<file path="src/rtl/matrix_scan_driver_if.sv">
// Signal bundle between the matrix scan driver, the game framebuffer and the
// LED matrix pad outputs. The master side is the scan driver.
interface matrix_scan_driver_if;
    logic [3:0]  row_addr;
    logic [15:0] row_data;
    logic        frame_start;
    logic        RCLK;
    logic        RSDI;
    logic        CCLK;
    logic        CSDI;
    logic        LE;
    logic        OEB;

    modport master (
        output row_addr,
        input  row_data,
        output frame_start,
        output RCLK,
        output RSDI,
        output CCLK,
        output CSDI,
        output LE,
        output OEB
    );

    modport slave (
        input  row_addr,
        output row_data,
        input  frame_start,
        input  RCLK,
        input  RSDI,
        input  CCLK,
        input  CSDI,
        input  LE,
        input  OEB
    );
endinterface

</file>
<file path="src/rtl/matrix_scan_driver.sv">
// Row-scanning driver for a 16x16 LED matrix: fetches a framebuffer row, shifts
// it into the column chain, walks a one-hot token down the row chain, latches, holds.
module matrix_scan_driver #(
    parameter int CLKDIV = 2,
    parameter int HOLD   = 256
) (
    input  logic                 clk,
    input  logic                 reset,
    matrix_scan_driver_if.master bus
);

    localparam int CNT_MAX = (2 * CLKDIV > HOLD) ? 2 * CLKDIV : HOLD;
    localparam int CW      = $clog2(CNT_MAX + 1);

    localparam logic [CW-1:0] SLOT_LAST  = CW'(2 * CLKDIV - 1);
    localparam logic [CW-1:0] HALF_SLOT  = CW'(CLKDIV);
    localparam logic [CW-1:0] LATCH_LAST = CW'(CLKDIV - 1);
    localparam logic [CW-1:0] HOLD_LAST  = CW'(HOLD - 1);

    typedef enum logic [1:0] {
        ST_LOAD,
        ST_SHIFT,
        ST_LATCH,
        ST_DISPLAY
    } state_t;

    state_t        state_q, state_d;
    logic          primed_q, primed_d;
    logic [CW-1:0] cnt_q, cnt_d;
    logic [3:0]    slot_q, slot_d;
    logic [3:0]    row_q, row_d;
    logic [15:0]   col_sr_q, col_sr_d;

    logic          frame_start_q, frame_start_d;
    logic          rclk_q, rclk_d;
    logic          rsdi_q, rsdi_d;
    logic          cclk_q, cclk_d;
    logic          csdi_q, csdi_d;
    logic          le_q, le_d;
    logic          oeb_q, oeb_d;

    logic          shift_next;

    // The reset state is LOAD with all outputs idle; primed_q spends one cycle
    // there so that the real row-0 LOAD cycle shows frame_start.
    always_comb begin
        state_d  = state_q;
        primed_d = primed_q;
        cnt_d    = cnt_q;
        slot_d   = slot_q;
        row_d    = row_q;
        col_sr_d = col_sr_q;

        case (state_q)
            ST_LOAD: begin
                if (!primed_q) begin
                    primed_d = 1'b1;
                end else begin
                    col_sr_d = bus.row_data;
                    cnt_d    = '0;
                    slot_d   = 4'd0;
                    state_d  = ST_SHIFT;
                end
            end

            ST_SHIFT: begin
                if (cnt_q == SLOT_LAST) begin
                    cnt_d    = '0;
                    col_sr_d = {col_sr_q[14:0], 1'b0};
                    if (slot_q == 4'd15) begin
                        slot_d  = 4'd0;
                        state_d = ST_LATCH;
                    end else begin
                        slot_d = slot_q + 4'd1;
                    end
                end else begin
                    cnt_d = cnt_q + 1'b1;
                end
            end

            ST_LATCH: begin
                if (cnt_q == LATCH_LAST) begin
                    cnt_d   = '0;
                    state_d = ST_DISPLAY;
                end else begin
                    cnt_d = cnt_q + 1'b1;
                end
            end

            ST_DISPLAY: begin
                if (cnt_q == HOLD_LAST) begin
                    cnt_d   = '0;
                    row_d   = row_q + 4'd1;
                    state_d = ST_LOAD;
                end else begin
                    cnt_d = cnt_q + 1'b1;
                end
            end

            default: begin
                state_d = ST_LOAD;
            end
        endcase
    end

    // Outputs are decoded from the next-cycle state so every pad is a flop
    // that already shows the correct level during the cycle it belongs to.
    always_comb begin
        shift_next    = (state_d == ST_SHIFT);
        frame_start_d = (state_d == ST_LOAD) && (row_d == 4'd0);
        cclk_d        = shift_next && (cnt_d >= HALF_SLOT);
        csdi_d        = shift_next && col_sr_d[15];
        rclk_d        = cclk_d && (slot_d == 4'd0);
        rsdi_d        = shift_next && (slot_d == 4'd0) && (row_d == 4'd0);
        le_d          = (state_d == ST_LATCH);
        oeb_d         = oeb_q;
        if (state_d == ST_LATCH) begin
            oeb_d = 1'b1;
        end else if (state_d == ST_DISPLAY) begin
            oeb_d = 1'b0;
        end
    end

    always_ff @(posedge clk or posedge reset) begin
        if (reset) begin
            state_q       <= ST_LOAD;
            primed_q      <= 1'b0;
            cnt_q         <= '0;
            slot_q        <= 4'd0;
            row_q         <= 4'd0;
            col_sr_q      <= 16'd0;
            frame_start_q <= 1'b0;
            rclk_q        <= 1'b0;
            rsdi_q        <= 1'b0;
            cclk_q        <= 1'b0;
            csdi_q        <= 1'b0;
            le_q          <= 1'b0;
            oeb_q         <= 1'b1;
        end else begin
            state_q       <= state_d;
            primed_q      <= primed_d;
            cnt_q         <= cnt_d;
            slot_q        <= slot_d;
            row_q         <= row_d;
            col_sr_q      <= col_sr_d;
            frame_start_q <= frame_start_d;
            rclk_q        <= rclk_d;
            rsdi_q        <= rsdi_d;
            cclk_q        <= cclk_d;
            csdi_q        <= csdi_d;
            le_q          <= le_d;
            oeb_q         <= oeb_d;
        end
    end

    assign bus.row_addr    = row_q;
    assign bus.frame_start = frame_start_q;
    assign bus.RCLK        = rclk_q;
    assign bus.RSDI        = rsdi_q;
    assign bus.CCLK        = cclk_q;
    assign bus.CSDI        = csdi_q;
    assign bus.LE          = le_q;
    assign bus.OEB         = oeb_q;

endmodule

</file>
<file path="src/flat_wrapper.sv">
// flat-port wrapper written by rule: the top's interface ports become plain ports
module matrix_scan_driver_flat 
#(
    parameter int CLKDIV = 2,
    parameter int HOLD   = 256
)
  (clk, reset, bus_row_addr, bus_row_data, bus_frame_start, bus_RCLK, bus_RSDI, bus_CCLK, bus_CSDI, bus_LE, bus_OEB);
  matrix_scan_driver_if bus_i ();
  input  logic clk;
  input  logic reset;
  output wire logic [$bits(bus_i.row_addr)-1:0] bus_row_addr;
  input wire logic [$bits(bus_i.row_data)-1:0] bus_row_data;
  output wire logic [$bits(bus_i.frame_start)-1:0] bus_frame_start;
  output wire logic [$bits(bus_i.RCLK)-1:0] bus_RCLK;
  output wire logic [$bits(bus_i.RSDI)-1:0] bus_RSDI;
  output wire logic [$bits(bus_i.CCLK)-1:0] bus_CCLK;
  output wire logic [$bits(bus_i.CSDI)-1:0] bus_CSDI;
  output wire logic [$bits(bus_i.LE)-1:0] bus_LE;
  output wire logic [$bits(bus_i.OEB)-1:0] bus_OEB;
  assign bus_row_addr = bus_i.row_addr;
  assign bus_i.row_data = bus_row_data;
  assign bus_frame_start = bus_i.frame_start;
  assign bus_RCLK = bus_i.RCLK;
  assign bus_RSDI = bus_i.RSDI;
  assign bus_CCLK = bus_i.CCLK;
  assign bus_CSDI = bus_i.CSDI;
  assign bus_LE = bus_i.LE;
  assign bus_OEB = bus_i.OEB;
  matrix_scan_driver #(.CLKDIV(CLKDIV), .HOLD(HOLD)) u_core (.clk(clk), .reset(reset), .bus(bus_i));
endmodule
</file>
<file path="config.mk">
export PLATFORM = sky130hd
export DESIGN_NAME = matrix_scan_driver_flat
export DESIGN_NICKNAME = d
export VERILOG_FILES = /design/src/rtl/matrix_scan_driver_if.sv /design/src/rtl/matrix_scan_driver.sv /design/src/flat_wrapper.sv
export SDC_FILE = /design/constraint.sdc
export NUM_CORES = 1
export LEC_CHECK = 0
export CAP_MARGIN = 10
export CORE_MARGIN = 3
export CORE_UTILIZATION = 30
export DETAILED_ROUTE_END_ITERATION = 16
export PLACE_DENSITY = 0.54
export SYNTH_ARGS = -nofsm -noshare
export SYNTH_HDL_FRONTEND = slang
export SYNTH_SLANG_ARGS = --single-unit
</file>
<file path="constraint.sdc">
create_clock -name clk -period 3 [get_ports clk]
set_input_delay 0.3 -clock clk [delete_from_list [all_inputs] [get_ports clk]]
set_output_delay 0.3 -clock clk [all_outputs]
set_load 0.005 [all_outputs]
</file>
After elaboration in Yosys (flattened, before gate mapping)

Cells that the tools add are included.

Output and inout port bits: 11
Word-level logic and storage cells: 65
Flip-flop bits (word level): 43

Mux-type cells: 22
Magnitude comparators: 1
Equality and inequality tests: 12
$add $sub $neg: 3
Reductions and logical operators: 13

Operators with widths:

| kind                                                                                | number |
|---|---|
| 9-bit two-way mux                                                                   | 4 |
| 9-bit case mux with 4 select lines                                                  | 1 |
| 16-bit two-way mux                                                                  | 2 |
| 16-bit case mux with 2 select lines                                                 | 1 |
| 4-bit two-way mux                                                                   | 5 |
| 2-bit two-way mux                                                                   | 5 |
| 9-bit by 1-bit adder with 9-bit output, second input constant                       | 1 |
| 9-bit by 1-bit == test with 1-bit output, second input constant                     | 1 |
| 9-bit by 2-bit == test with 1-bit output, second input constant                     | 1 |
| 9-bit by 8-bit == test with 1-bit output, second input constant                     | 1 |
| 9-bit by 2-bit greater-or-equal comparator with 1-bit output, second input constant | 1 |
| 4-bit by 1-bit adder with 4-bit output, second input constant                       | 2 |
| 2-bit == test, second input constant                                                | 4 |
| 4-bit zero test                                                                     | 2 |
| 2-bit case mux with 4 select lines                                                  | 1 |
| 4-bit case mux with 2 select lines                                                  | 1 |
| 1-bit logical AND                                                                   | 6 |
| 2-bit by 1-bit == test with 1-bit output, second input constant                     | 2 |
| 4-bit == test, second input constant                                                | 1 |
| 2-bit zero test                                                                     | 2 |
| 2-bit by 1-bit inequality test with 1-bit output, second input constant             | 2 |
| 2-bit nonzero test                                                                  | 2 |
| 3-bit AND reduction                                                                 | 1 |
| 1-bit two-way mux                                                                   | 2 |

Depth between registers and ports, before layout

Depth in word-level cells: 7
Depth in mapped cells: 11
Depth with buffers taken out: 11

Worst setup path before layout

OpenSTA, ideal clock, no wires.

Kind: register to register
From: register u_core.cnt_q[0]
To: register u_core.rclk_q (netlist: u_core.bus.RCLK)
Path buffers: 0
Arrival time: 2541 ps
Setup slack: 322 ps
Required time: 2863 ps
Setup time: 137 ps
Stages on the path, launching flop included: 12
Path through: dfrtp_1 ha_1 nand2_1 nor2_1 and3_1 ha_1 nand3_1 a211o_1 o211ai_1 o221ai_1 a2111oi_2 a211oi_2

Word-level cells in the longest chain between the ends: 6
Elaborated cells on any way between the ends: 20
Those cells by class: 1 x add/sub; 1 x order compare; 4 x eq/ne; 11 x mux; 3 x reduce/logical

Ends and longest elaborated chain:

| what                                                                                                                     | line                                                                         | RTL |
|---|---|---|
| from (decl)                                                                                                              | matrix_scan_driver.sv:29                                                     | `logic [CW-1:0] cnt_q, cnt_d;` |
| from (signal assigned)                                                                                                   | matrix_scan_driver.sv:142                                                    | `cnt_q <= cnt_d;` |
| 9-bit by 1-bit adder with 9-bit output, or another cell as far along                                                     | matrix_scan_driver.sv:77, matrix_scan_driver.sv:86, matrix_scan_driver.sv:96 |  |
| 9-bit two-way mux, or another cell as far along                                                                          | matrix_scan_driver.sv:91                                                     | `if (cnt_q == HOLD_LAST) begin` |
| 9-bit case mux with 4 select lines or 2-bit case mux with 4 select lines (tied branches)                                 | matrix_scan_driver.sv:54                                                     | `case (state_q)` |
| 9-bit by 2-bit greater-or-equal comparator with 1-bit output or 2-bit by 1-bit == test with 1-bit output (tied branches) | matrix_scan_driver.sv:111, matrix_scan_driver.sv:109                         |  |
| 1-bit logical AND                                                                                                        | matrix_scan_driver.sv:111                                                    | `cclk_d = shift_next && (cnt_d >= HALF_SLOT);` |
| 1-bit logical AND (*)                                                                                                    | matrix_scan_driver.sv:113                                                    | `rclk_d = cclk_d && (slot_d == 4'd0);` |
| via u_core.rclk_d                                                                                                        | matrix_scan_driver.sv:35                                                     | `logic rclk_q, rclk_d;` |
| to (signal assigned)                                                                                                     | matrix_scan_driver.sv:147                                                    | `rclk_q <= rclk_d;` |
| to (decl)                                                                                                                | matrix_scan_driver.sv:35                                                     |  |

The timed path passes the listed nets; every way through them passes the cells marked *.
A chain may end at the register's enable or synchronous reset.

Worst setup path after layout

Ends and elaborated chain as after synthesis.

==> flow_metrics.py <==
metrics = {
    "outcome": {
        "status": "complete, no violations",
    },
    "critical_path": {
        "cp-start-kind": "flip-flop",
        "r2r_cells": 11,
        "arrival_ns": 2.92,
        "critPathMaxFanout": 7,
        "crit_start": "u_core.cnt_q[0]",
        "end_kind": "flip-flop",
        "endpoint": "u_core.bus.RCLK",
        "r2r_slack_ns": 0.26,
        "timing.rr.end": "u_core.bus.RCLK",
        "path_class": "reg2reg",
        "r2r-start": "u_core.cnt_q[0]",
        "worstPathRequired_ns": 3.18,
    },
    "synth": {
        "synth-edff-count": 0,
        "synth_flop_cell": "dfrtp_1",
        "ys_ff_latch": 43,
        "postSynthAreaPerCell_sq_um": 9.51,
        "synth-seq-area-share_pct": 47.8,
        "async_reset_ff_share_pct": 100,
        "syn_inst": 237,
        "synth_warnings": 0,
        "ys_types": 53,
        "synthesis.area_sq_um": 2250,
        "syn_nets": 261,
    },
    "global_route": {
        "grt-ovfl-total": 0,
        "antenna_found_initial": 0,
        "grt_max_degree": 25,
        "grt_pass1_wl_microns": 8740,
        "track_usage_pct": 12.6,
        "grt_pass1_vias": 1816,
    },
    "routing": {
        "num_vias": 1898,
        "ant_nets": 0,
        "wl_microns": 5110,
        "dr.first_iter.drc_count": 130,
        "wire_per_inst_microns": 14.0,
        "vias_per_cell": 5.19,
        "drcViolationCount": 0,
        "dr.pass1.iters": 4,
    },
    "clocking": {
        "insertion_delay_ns": 0.30,
        "cts_hold_buffers": 0,
        "cts_tree": "yes",
        "cts.clk_slew.worst_paths_ns": 0.09,
        "ctsRootBufferMaster": "clkbuf_8",
        "cts_buffer_depth": 2,
        "cts_sinks": 43,
        "cts_htree_levels": 2,
        "postCtsResizedCells": 0,
        "post_cts_buffers": 0,
        "cts_made_buffers": 5,
    },
    "power_and_ir_drop": {
        "p_leak_nw": 1.24,
        "p_int_w": 0.000770,
        "power_density_nw_per_um2": 360,
        "power_frac_clock_pct": 37.2,
        "p_sw_share_pct": 22.7,
        "seq_power_share_pct": 58.8,
        "p_comb_share_pct": 4.0,
        "irDropWorstVdd_mv": 0.185,
        "power_switching_w": 0.000226,
    },
    "sta": {
        "setup_tns_ns": 0,
        "slew_headroom_pct": 42.4,
        "maxSlewViolCount": 0,
        "finalWorstSetupSlack_ns": 0.259,
        "setup_violations": 0,
        "maxClockFrequency_mhz": 365,
        "finalCriticalPeriod_ns": 2.74,
        "finalCritPeriodShare_pct": 91.4,
        "hold_viol_final": 0,
        "rsz0062_at_grt": "no",
        "worst_slew_pin_slew_ns": 0.859,
        "fin_skew_ns": 0.00927,
    },
    "floorplanning": {
        "start_util_pct": 32.1,
        "die_w_microns": 92.7,
        "io-pin-count": 29,
        "dieHeight_microns": 92.7,
        "die_area_sq_um": 8590,
        "core_area_sq_um": 7020,
        "row_count": 30,
    },
    "job": {
        "max_cap_violations": 0,
    },
    "place": {
        "placement.io_buffers": 28,
        "dp_hpwl_microns": 3740,
        "place.gp.congestion": 0.859,
        "place_ws_ns": 0.275,
    },
    "layout": {
        "drive_gt1_share_pct": 11.5,
        "final_common_cell": "nand2_1",
        "nets": 293,
        "n_antenna_cell": 0,
        "syn2layout_area_growth_pct": 22.7,
        "fillers": 716,
        "most-common-layout-cells": "nand2_1 (48), dfrtp_1 (42), clkdlybuf4s50_1 (28)",
    },
    "hold_path": {
        "hold_path.class": "in2async",
    },
}
-- worst min-delay path by stage --
stage                             startpoint             endpoint  slack (ns)
after CTS                              reset      u_core.cnt_q[8]        0.40
after floorplan              bus_row_data[0]   u_core.col_sr_q[0]        0.42
final                                  reset      u_core.cnt_q[8]        0.37
after global placement    u_core.col_sr_q[3]   u_core.col_sr_q[3]        0.46
after detailed placement  u_core.col_sr_q[6]   u_core.col_sr_q[6]        0.46
after global routing                   reset  u_core.col_sr_q[13]        0.44
-- layer usage --
| metal | GRT usage (%) | share of wire, % | vias up |
|---|---|---|---|
| met3 | 2.68 | 4.4 | 8 |
| met1 | 18.0 | 49 | 918 |
| met5 | 0 | 0 | - |
| met4 | 5.01 | 1.8 | 0 |
| met2 | 18.5 | 45 | 49 |
| li1 | - | - | 923 |
-- state kept, by name (all words and copies together) (netlist names) --
name / count
u_core.bus.CCLK: 1
u_core.bus.CSDI: 1
u_core.bus.LE: 1
u_core.bus.OEB: 1
u_core.bus.RCLK: 1
u_core.bus.RSDI: 1
u_core.bus.frame_start: 1
u_core.bus.row_addr: 4
u_core.cnt_q: 9
u_core.col_sr_q: 16
u_core.primed_q: 1
u_core.slot_q: 4
u_core.state_q: 2
-- Yosys cell counts, drive strengths merged, types with 2 or more instances --
cell    count  area share [%]
a211o       2            0.78
a21oi       4            0.89
a22oi      15             5.0
a31oi       2            0.56
and2        3            0.83
and3        4             1.1
buf         3            0.94
clkbuf     11             1.9
dfrtp      42              47
ha          6             3.3
inv         6             1.0
nand2      48             8.0
nand2b      4             1.1
nand3       7             1.6
nand4       2            0.56
nor2       10             1.8
nor2b       6             1.7
nor3        5             1.8
nor4        5             1.7
nor4b       2            0.78
o21a        2            0.67
o21ai      11             2.4
o21bai      2            0.67
o221ai      2            0.78
o22ai       2            0.56
o31ai       7             2.3
or4         3             1.3
xnor2       4             1.6
-- kinds of logic after synthesis --
logic type	count (synthesis)	synth area share, %
AOI/OAI and AO/OA	59	18.9
xor gates and xnor gates	4	1.55
adders and majority gates	6	3.33
buffers and inverters	20	3.83
DFF	43	47.8
muxes	1	0.500
and+or+nand+nor	104	24.1
-- critical path, stage by stage, from the launching register on --
cell and delay (ns):
dfrtp_1 0.44, ha_1 0.20, nand2_1 0.07, nor2_1 0.19, and3_1 0.21, ha_1 0.19
nand3_1 0.10, a211o_1 0.32, o211ai_1 0.13, o221ai_1 0.16, a2111oi_2 0.48, a211oi_2 0.12
-- power groups by stage --
stage          combinational [W]  clock (W)  sequential [W]
2_1_floorplan          0.0000119          0        0.000596
6_report               0.0000401   0.000370        0.000585
3_5_place_dp           0.0000417          0        0.000597
5_1_grt                0.0000455   0.000407        0.000586
3_3_place_gp           0.0000417          0        0.000597
4_1_cts                0.0000419   0.000383        0.000585
-- cell type report --
| type | count | area [sq um] | share of cell area (%) |
|---|---|---|---|
| multi-input combinational | 174 | 1100 | 39.7 |
| sequential | 43 | 1080 | 39.0 |
| timing repair buffer | 39 | 363 | 13.1 |
| tap | 96 | 120 | 4.35 |
| clock buffer | 6 | 72.6 | 2.63 |
| inverter | 6 | 22.5 | 0.815 |
| clock inverter | 2 | 12.5 | 0.453 |
-- metrics by stage --
stage / instance area, sq um / hold WS (ns) / util, % / power [W] / instances
after global placement: 2670 / 0.458 / 38.1 / 0.000638 / 358
after detailed placement: 2670 / 0.463 / 38.1 / 0.000638 / 358
after floorplan: 2250 / 0.417 / - / 0.000608 / 237
final: 2760 / 0.370 / 39.4 / 0.000996 / 366
after CTS: 2760 / 0.402 / 39.3 / 0.00101 / 366
after global routing: 2760 / 0.441 / 39.4 / 0.00104 / 366
Note: power is estimated with default switching activity, not from simulation.
